<file path="config.mk">
export PLATFORM = sky130hd
export DESIGN_NAME = openhw_lsu_lite
export DESIGN_NICKNAME = d
export VERILOG_FILES = /design/src/rtl/openhw_lsu_lite_pkg.sv /design/src/rtl/openhw_subword_read.sv /design/src/rtl/openhw_lsu_lite.sv
export SDC_FILE = /design/constraint.sdc
export NUM_CORES = 1
export LEC_CHECK = 0
export BUFFER_PORTS_ARGS = -buffer_cell sky130_fd_sc_hd__buf_2
export CAP_MARGIN = 40
export CORE_MARGIN = 4
export CORE_UTILIZATION = 35
export CTS_CLUSTER_SIZE = 12
export DETAILED_ROUTE_END_ITERATION = 12
export PLACE_DENSITY_LB_ADDON = 0.1
export SYNTH_ARGS = -nofsm -noshare
export SYNTH_HDL_FRONTEND = slang
export SYNTH_SLANG_ARGS = --single-unit
</file>
<file path="constraint.sdc">
create_clock -name clk -period 5.4 [get_ports clk]
set_input_delay 1.08 -clock clk [delete_from_list [all_inputs] [get_ports clk]]
set_output_delay 1.08 -clock clk [all_outputs]
set_load 0.005 [all_outputs]
</file>
<file path="src/rtl/openhw_lsu_lite_pkg.sv">
// Shared types and constants for the lite load/store unit: config record,
// controller states, Funct3 size codes and the access byte-mask helper.
package openhw_lsu_lite_pkg;

    typedef struct packed {
        int   XLEN;
        logic A_SUPPORTED;
    } cvw_t;

    localparam cvw_t LSU_DEFAULT_CFG = '{XLEN: 64, A_SUPPORTED: 1'b1};

    typedef enum logic [1:0] {
        IDLE = 2'd0,
        BUSY = 2'd1,
        DONE = 2'd2
    } lsu_state_t;

    localparam logic [2:0] F3_B  = 3'b000;
    localparam logic [2:0] F3_H  = 3'b001;
    localparam logic [2:0] F3_W  = 3'b010;
    localparam logic [2:0] F3_D  = 3'b011;
    localparam logic [2:0] F3_BU = 3'b100;
    localparam logic [2:0] F3_HU = 3'b101;
    localparam logic [2:0] F3_WU = 3'b110;

    localparam logic [1:0] MEM_NONE  = 2'b00;
    localparam logic [1:0] MEM_WRITE = 2'b01;
    localparam logic [1:0] MEM_READ  = 2'b10;
    localparam logic [1:0] MEM_AMO   = 2'b11;

    // Byte enables of an access at offset 0, indexed by Funct3[1:0].
    function automatic logic [7:0] sizeMask(input logic [1:0] sizeCode);
        case (sizeCode)
            2'b00:   sizeMask = 8'h01;
            2'b01:   sizeMask = 8'h03;
            2'b10:   sizeMask = 8'h0F;
            default: sizeMask = 8'hFF;
        endcase
    endfunction

endpackage

</file>
<file path="src/rtl/openhw_subword_read.sv">
// Load lane extraction: shifts the addressed lane down to bit 0, then
// sign- or zero-extends it according to Funct3.
module openhw_subword_read
    import openhw_lsu_lite_pkg::*;
#(
    parameter int XLEN = 64
) (
    input  logic [XLEN-1:0] i_readData,
    input  logic [2:0]      i_offset,
    input  logic [2:0]      i_funct3,
    output logic [XLEN-1:0] o_loadData
);

    logic [XLEN-1:0] w_lane;

    assign w_lane = i_readData >> {i_offset, 3'b000};

    always_comb begin
        o_loadData = w_lane;
        case (i_funct3)
            F3_B:    o_loadData = XLEN'($signed(w_lane[7:0]));
            F3_H:    o_loadData = XLEN'($signed(w_lane[15:0]));
            F3_W:    o_loadData = XLEN'($signed(w_lane[31:0]));
            F3_BU:   o_loadData = XLEN'(w_lane[7:0]);
            F3_HU:   o_loadData = XLEN'(w_lane[15:0]);
            F3_WU:   o_loadData = XLEN'(w_lane[31:0]);
            F3_D:    o_loadData = w_lane;
            default: o_loadData = w_lane;
        endcase
    end

endmodule

</file>
<file path="src/rtl/openhw_lsu_lite.sv">
// Minimal load/store unit: one single-beat bus access per M-stage instruction,
// with alignment checks, LR/SC reservation and the stall handshake.
module openhw_lsu_lite
    import openhw_lsu_lite_pkg::*;
#(
    parameter cvw_t P = LSU_DEFAULT_CFG
) (
    input  logic                  clk,
    input  logic                  reset,
    input  logic [P.XLEN-1:0]     IEUAdrE,
    input  logic                  StallM,
    input  logic                  FlushM,
    input  logic                  StallW,
    input  logic                  FlushW,
    input  logic [1:0]            MemRWM,
    input  logic [1:0]            AtomicM,
    input  logic [2:0]            Funct3M,
    input  logic [P.XLEN-1:0]     WriteDataM,
    input  logic                  BusReady,
    input  logic [P.XLEN-1:0]     BusReadData,
    output logic                  BusReq,
    output logic                  BusWrite,
    output logic [P.XLEN-1:0]     BusAdr,
    output logic [P.XLEN-1:0]     BusWriteData,
    output logic [P.XLEN/8-1:0]   BusByteMask,
    output logic [P.XLEN-1:0]     ReadDataW,
    output logic                  SquashSCW,
    output logic                  LSUStallM,
    output logic                  LoadMisalignedM,
    output logic                  StoreMisalignedM,
    output logic                  AmoUnsupportedM
);

    localparam int XLEN = P.XLEN;
    localparam int NB   = XLEN / 8;
    localparam int OFFW = $clog2(NB);

    lsu_state_t         r_state;
    logic [XLEN-1:0]    r_IEUAdrM;
    logic [XLEN-1:0]    r_holdData;
    logic [XLEN-1-OFFW:0] r_resAdr;
    logic               r_resValid;

    logic [2:0]         w_offset;
    logic [1:0]         w_atomic;
    logic               w_active;
    logic               w_misaligned;
    logic               w_amo;
    logic               w_isLR;
    logic               w_isSC;
    logic               w_lineMatch;
    logic               w_scFail;
    logic               w_reqM;
    logic               w_done;
    logic [7:0]         w_maskWide;
    logic [XLEN-1:0]    w_rawRead;
    logic [XLEN-1:0]    w_loadData;

    assign w_offset = 3'(r_IEUAdrM[OFFW-1:0]);
    assign w_active = (MemRWM != MEM_NONE);
    assign w_atomic = P.A_SUPPORTED ? AtomicM : 2'b00;

    // Doubleword and word-unsigned do not exist on RV32, so they count as misaligned there.
    always_comb begin
        w_misaligned = 1'b0;
        case (Funct3M[1:0])
            2'b00:   w_misaligned = 1'b0;
            2'b01:   w_misaligned = w_offset[0];
            2'b10:   w_misaligned = (w_offset[1:0] != 2'b00) || ((XLEN == 32) && Funct3M[2]);
            default: w_misaligned = (XLEN == 32) || (w_offset != 3'b000);
        endcase
    end

    assign w_amo       = w_active && ((MemRWM == MEM_AMO) || w_atomic[0]);
    assign w_isLR      = (MemRWM == MEM_READ)  && w_atomic[1];
    assign w_isSC      = (MemRWM == MEM_WRITE) && w_atomic[1];
    assign w_lineMatch = (r_resAdr == r_IEUAdrM[XLEN-1:OFFW]);
    assign w_scFail    = w_isSC && !(r_resValid && w_lineMatch);
    assign w_reqM      = w_active && !FlushM && !w_misaligned && !w_amo && !w_scFail;

    assign LoadMisalignedM  = (MemRWM == MEM_READ)  && w_misaligned;
    assign StoreMisalignedM = (MemRWM == MEM_WRITE) && w_misaligned;
    assign AmoUnsupportedM  = w_amo;

    assign BusReq    = ((r_state == IDLE) && w_reqM) || (r_state == BUSY);
    assign BusWrite  = BusReq && MemRWM[0];
    assign LSUStallM = BusReq && !BusReady;
    assign w_done    = BusReq && BusReady;
    assign BusAdr    = w_active ? {r_IEUAdrM[XLEN-1:OFFW], {OFFW{1'b0}}} : '0;

    assign w_maskWide  = sizeMask(Funct3M[1:0]) << w_offset;
    assign BusByteMask = BusWrite ? w_maskWide[NB-1:0] : '0;

    always_comb begin
        BusWriteData = '0;
        if (w_active) begin
            case (Funct3M[1:0])
                2'b00:   BusWriteData = {NB{WriteDataM[7:0]}};
                2'b01:   BusWriteData = {(XLEN/16){WriteDataM[15:0]}};
                2'b10:   BusWriteData = {(XLEN/32){WriteDataM[31:0]}};
                default: BusWriteData = WriteDataM;
            endcase
        end
    end

    // A flushed transaction still runs to BusReady; only then does the unit go idle.
    always_ff @(posedge clk) begin
        if (reset) begin
            r_state <= IDLE;
        end else begin
            case (r_state)
                IDLE: begin
                    if (w_reqM) begin
                        if (!BusReady)   r_state <= BUSY;
                        else if (StallM) r_state <= DONE;
                    end
                end
                BUSY: begin
                    if (BusReady) r_state <= (StallM && !FlushM) ? DONE : IDLE;
                end
                DONE: begin
                    if (!StallM || FlushM) r_state <= IDLE;
                end
                default: r_state <= IDLE;
            endcase
        end
    end

    always_ff @(posedge clk) begin
        if (reset || FlushM)  r_IEUAdrM <= '0;
        else if (!StallM)     r_IEUAdrM <= IEUAdrE;
    end

    always_ff @(posedge clk) begin
        if (reset)       r_holdData <= '0;
        else if (w_done) r_holdData <= BusReadData;
    end

    // An SC drops the reservation only as it leaves M, so its own pass/fail stays stable while stalled.
    always_ff @(posedge clk) begin
        if (reset) begin
            r_resValid <= 1'b0;
            r_resAdr   <= '0;
        end else if (w_done && w_isLR && !FlushM) begin
            r_resValid <= 1'b1;
            r_resAdr   <= r_IEUAdrM[XLEN-1:OFFW];
        end else if ((w_isSC && !FlushM && !StallM) ||
                     (w_done && (MemRWM == MEM_WRITE) && !w_isSC && w_lineMatch)) begin
            r_resValid <= 1'b0;
        end
    end

    assign w_rawRead = (r_state == DONE) ? r_holdData : BusReadData;

    openhw_subword_read #(
        .XLEN(XLEN)
    ) u_subwordRead (
        .i_readData(w_rawRead),
        .i_offset  (w_offset),
        .i_funct3  (Funct3M),
        .o_loadData(w_loadData)
    );

    always_ff @(posedge clk) begin
        if (reset || FlushW) begin
            ReadDataW <= '0;
            SquashSCW <= 1'b0;
        end else if (!StallW) begin
            ReadDataW <= w_loadData;
            SquashSCW <= w_scFail && !FlushM;
        end
    end

endmodule
</file>
-- Word-level counts from Yosys, hierarchy flattened
Cells that the tools add are included.
- equal/unequal tests: 17
- shift-type cells: 2
- mux-type cells: 17
- reductions and logical operators: 46
- operators by type and width (operator ; count):
    one-hot mux 64 bit (6 select lines) ; 1
    2-to-1 mux 64 bit ; 3
    one-hot mux 64 bit (3 select lines) ; 1
    right shift 64 x 6 -> 64 bit ; 1
    == test 61 bit ; 1
    logical AND 1 bit ; 24
    one-hot mux 8 bit (3 select lines) ; 1
    2-to-1 mux 2 bit ; 6
    == test 3 bit, second input constant ; 3
    == test 2 bit, second input constant ; 4
    zero test 1 bit ; 8
    2-to-1 mux 8 bit ; 1
    << shifter 8 x 3 -> 8 bit ; 1
    == test 2 x 1 -> 1 bit, second input constant ; 3
    logical OR 1 bit ; 6
    inequality test 2 bit, second input constant ; 3
    one-hot mux 2 bit (3 select lines) ; 1
    nonzero test 2 bit ; 3
    zero test 2 bit ; 2
    AND reduction 4 bit ; 1
    == test 3 x 1 -> 1 bit, second input constant ; 1
    == test 3 x 2 -> 1 bit, second input constant ; 1
    zero test 3 bit ; 1
    inequality test 3 bit, second input constant ; 1
    3 further kinds ; 4
- flip-flop bits (word level): 257
- input port bits: 206
- output and inout bits: 207
- word-level logic and storage cells: 89

-- Longest topological paths before layout
- depth after elaboration: 15
- gate-level depth with buffers: 10
- gate-level depth less buffers: 6

-- Cells and area by module
A second synthesis with hierarchy kept.
- cell total of the unflattened synthesis: 1742
- area total of the unflattened synthesis: 15217.1 um^2
- by module, submodules not included (module ; instances ; cells each ; area each (um^2) ; seq. area each (um^2)):
    openhw_lsu_lite ; 1 ; 1449 ; 12878.6 ; 5144.9
    openhw_subword_read ; 1 ; 293 ; 2338.5 ; 0.0

-- Worst setup path before layout
Ideal clock, no wire load.
- kind: input -> output
- from: input port Funct3M[0]
- to: output port BusByteMask[1]
- arrival: 2.720 ns
- data required time: 4.320 ns
- slack: 1.600 ns
- cell stages on the path: 8
- path buffers: 3
- cells stage by stage: buf_2 or2_1 buf_2 a221oi_2 o2111a_1 a21boi_1 buf_2 and4bb_2
- longest elaborated chain between the ends: 10
- elaborated cells between the ends (all ways): 14
- classes of those cells: eq/ne (2); shift (1); mux (3); reduce/logical (8)
- RTL lines (what ; RTL line ; text):
    start: declaration ; openhw_lsu_lite.sv:17 ; input logic [2:0] Funct3M,
    == test 2 bit (tied with other cells) ; openhw_lsu_lite_pkg.sv:33, openhw_lsu_lite.sv:66 ;
    one-hot mux 1 bit (3 select lines) ; openhw_lsu_lite.sv:66 ; case (Funct3M[1:0])
    zero test 1 bit ; openhw_lsu_lite.sv:79 ; assign w_reqM = w_active && !FlushM && !w_misaligned && !w_amo && !w_scFail;
    logical AND 1 bit (3 in a row) ; openhw_lsu_lite.sv:79 ;
    logical AND 1 bit ; openhw_lsu_lite.sv:85 ; assign BusReq = ((r_state == IDLE) && w_reqM) || (r_state == BUSY);
    logical OR 1 bit ; openhw_lsu_lite.sv:85 ;
    logical AND 1 bit ; openhw_lsu_lite.sv:86 ; assign BusWrite = BusReq && MemRWM[0];
    2-to-1 mux 8 bit (*) ; openhw_lsu_lite.sv:92 ; assign BusByteMask = BusWrite ? w_maskWide[NB-1:0] : '0;
    end: declaration ; openhw_lsu_lite.sv:25 ; output logic [P.XLEN/8-1:0] BusByteMask,
Every way passes the cells marked *; elsewhere a longest branch is shown, timed or not.

-- Final worst setup path
- from: input port MemRWM[0]
- to: output port BusByteMask[1]
- longest elaborated chain between the ends: 10
- elaborated cells between the ends (all ways): 17
- classes of those cells: eq/ne (2); mux (1); reduce/logical (14)
- RTL lines (what ; RTL line ; text):
    start: declaration ; openhw_lsu_lite.sv:15 ; input logic [1:0] MemRWM,
    == test 2 bit ; openhw_lsu_lite.sv:74 ; assign w_amo = w_active && ((MemRWM == MEM_AMO) || w_atomic[0]);
    logical OR 1 bit ; openhw_lsu_lite.sv:74 ;
    logical AND 1 bit ; openhw_lsu_lite.sv:74 ;
    zero test 1 bit ; openhw_lsu_lite.sv:79 ;
    logical AND 1 bit (2 in a row) ; openhw_lsu_lite.sv:79 ;
    logical AND 1 bit ; openhw_lsu_lite.sv:85 ;
    logical OR 1 bit ; openhw_lsu_lite.sv:85 ;
    logical AND 1 bit (*) ; openhw_lsu_lite.sv:86 ;
    2-to-1 mux 8 bit (*) ; openhw_lsu_lite.sv:92 ;
Marks and branches as above.

==> metrics.txt <==
outcome=complete, no violations; CTS clk-pin slew, worst paths=roughly 0.05 ns; initial antenna violation count=20; dpl ws=a little under 0.9 ns; Clock Skews=between 0.02 and 0.025 ns; 1st-iter DRT viols=914; Post-route DRC=0; IO Count=slightly above 400; Worst Hold Margin=0.4600 ns; Tightest Hold Check Type=reg -> reg; Clock Tree Root=clkbuf_16; global-route wire length before repair=slightly above 80 mm; vias per cell=5.115; Tmin final=4.504 ns; Port Buf Inserts=409; synthesized instance count=1683; slowest stage delay, CP=0.62 ns; Power Density=about 270 mW/mm^2; top_reg_cell synth=dfxtp_1; Initial Util=0.3536; post-CTS resize count=0; die area=between 0.04 and 0.05 sq mm; share of cells above drive strength 1=0.3047; synth warn=0; final setup margin=about 0.90 ns; DIE HEIGHT=about 220 microns; Core Area=between 0.04 and 0.05 sq mm; via count=around 13000; register area share after synthesis=0.3377; clk_lat worst skew=0.54 ns; number of synthesized flops with an enable pin=0; Slew Viols, Final=0; Final Cycle Share=0.8340; post-route cell area=between 0.015 and 0.02 sq mm; dpl cell area=around 0.018 sq mm; cell mode on critical path=buf_2; Slew headroom=0.3915; Die X=between 200 and 250 microns; final global-route overflow total=0; Post-Route WL=approximately 56 mm; worst setup path start=MemRWM[0]; max-cap viol count=0; critical path data required time=between 4 and 5 ns; setup bufs post-CTS=0; GR Util All Layers=0.2258; post-synthesis register bit count=257; nets=2220; unrepaired setup endpoints after global routing=false; syn avg cell area=9.051 sq um; number of iterations in the first detailed-routing pass=5; post-synthesis cell type count=64; Slew @ Worst Pin=slightly above 0.9 ns; Routability Congestion=0.8841; H-Tree Depth=2; Setup TNS=0 ns; Min-Delay Startpoint=ReadDataW[1]; largest net degree at the start of global routing=around 130; Max Freq=about 0.22 GHz; vias in the first global route=about 13000; CP Cell Sequence=buf_2 > nand2b_1 > o21ai_0 > a31oi_1 > a21boi_1 > buf_4 > and4bb_2 > buf_2; total CTS buffers=34; WL/cell=~21 microns; ANT nets after route=0; Worst R2R Start=r_IEUAdrM[1]; Clock Sinks=between 200 and 300; clk buf depth=3; critical path endpoint category=primary output; cell area after synthesis=between 0.015 and 0.02 sq mm; Max IR drop VDD=182.5 uV; ys async rst share=0; CP Data Arrival Time=around 3.4 ns; CTS tree=yes; Worst path slowest cell=a21boi_1; # rows=76; Hold-fix buffers, CTS=0; leakage power=about 8.0 nW; Post-DP HPWL=about 42 mm; WP buf/inv=3; crit-path leading delay family=compound AO/OA/AOI/OAI gates; WS Path Type=in -> out; final hold violation count=0; CP Max Fanout=16; CP Launch Type=primary input; Synth-to-Final Area Change=22.97%; final-report setup violation count=0
==> final timing paths <==
kind,to,slack [ns],cells past startpoint
max reg2reg,ReadDataW[32],1.86,8
max,BusByteMask[1],0.90,8
min,ReadDataW[1],0.46,2
min reg2reg,ReadDataW[1],0.46,2
==> cell usage after synthesis, types with 24 or more instances <==
master	count	share of area
a221oi_2	31	0.031
clkbuf_1	88	0.022
and2_1	77	0.032
nand2b_1	155	0.064
mux4_2	55	0.081
mux2i_1	189	0.12
a221oi_1	26	0.015
nor2_1	96	0.024
o21ai_0	32	0.011
a211oi_1	24	0.012
dfxtp_1	257	0.34
xor2_1	61	0.035
inv_1	69	0.017
a21oi_1	121	0.040
nand2_1	199	0.049
nor2b_1	29	0.012
==> power breakdown <==
group          leakage [nW]  switching (W)  internal [W]  total (W)
sequential             2.09      0.0000476       0.00195    0.00199
clock                 0.564       0.000900       0.00141    0.00231
combinational          5.32       0.000437      0.000339   0.000777
total                  7.97        0.00139       0.00369    0.00508
==> cells in the final DEF (no fill, tap or decap), types with 24 or more instances in the layout <==
master / synthesis / layout
nor2_1: 96 / 94
and2_1: 77 / 77
buf_4: 7 / 29
mux2i_1: 189 / 189
nor2b_1: 29 / 28
nand2_1: 199 / 199
mux4_2: 55 / 55
xor2_1: 61 / 61
a221oi_2: 31 / 31
inv_1: 69 / 69
nand2b_1: 155 / 155
a211oi_1: 24 / 24
o21ai_0: 32 / 32
buf_2: 19 / 405
dfxtp_1: 257 / 254
clkbuf_16: 0 / 35
a21oi_1: 121 / 121
a221oi_1: 26 / 26
==> sequential cells by signal, indices dropped and copies added, names as in the netlist <==
| register | count |
|---|---|
| r_IEUAdrM | 64 |
| SquashSCW | 1 |
| r_resAdr | 61 |
| r_holdData | 64 |
| r_state | 2 |
| ReadDataW | 64 |
| r_resValid | 1 |
==> area by class of cell <==
cell class	count	area, sq um
inverter	69	259.0
multi-input combinational	1214	9092
fill	4410	24340
tap	585	732.0
sequential	257	5151
timing repair buffer	438	2340
antenna	6	15.01
clock inverter	14	176.4
clock buffer	46	967.2
==> cell families (layout without fill, tap and decap cells) <==
kind of cell,after synthesis,after routing,share of synthesized area
buffers and inverters,214,567,0.06760
other,1,9,0.0002462
multiplexers,265,265,0.2210
adder cells (fa/ha/maj),1,1,0.0006571
XOR/XNOR,61,61,0.03507
flip-flops,257,257,0.3377
AND/OR/NAND/NOR,615,615,0.2088
AO/OA/AOI/OAI,269,269,0.1289
==> layer usage <==
metal  up-vias  global-route usage  share of wire
li1       6486                   -              -
met1      6409              0.3097           0.45
met2       428              0.3432           0.44
met3       103             0.06983          0.082
met5         -                   0         0.0023
met4        22             0.06593          0.028
==> metrics by stage <==
| step | utilization | total power [W] | cells |
|---|---|---|---|
| after floorplan | - | 0.002471 | 1685 |
| after CTS | 0.4345 | 0.005140 | 2623 |
| after global routing | 0.4348 | 0.005287 | 2627 |
| after detailed placement | 0.4080 | 0.002807 | 2563 |
| final | 0.4349 | 0.005079 | 2629 |
| after global placement | 0.4067 | 0.002796 | 2561 |
==> worst register-to-register path, stage by stage (launching register included) <==
cell and delay [ns]:
dfxtp_2 0.57, buf_4 0.69, mux2_2 0.43, mux4_2 0.52, nand2_2 0.13, a311oi_4 0.14, nor4_4 0.26, buf_4 0.51
a221oi_1 0.16
Note: power is estimated with default switching activity, not from simulation.
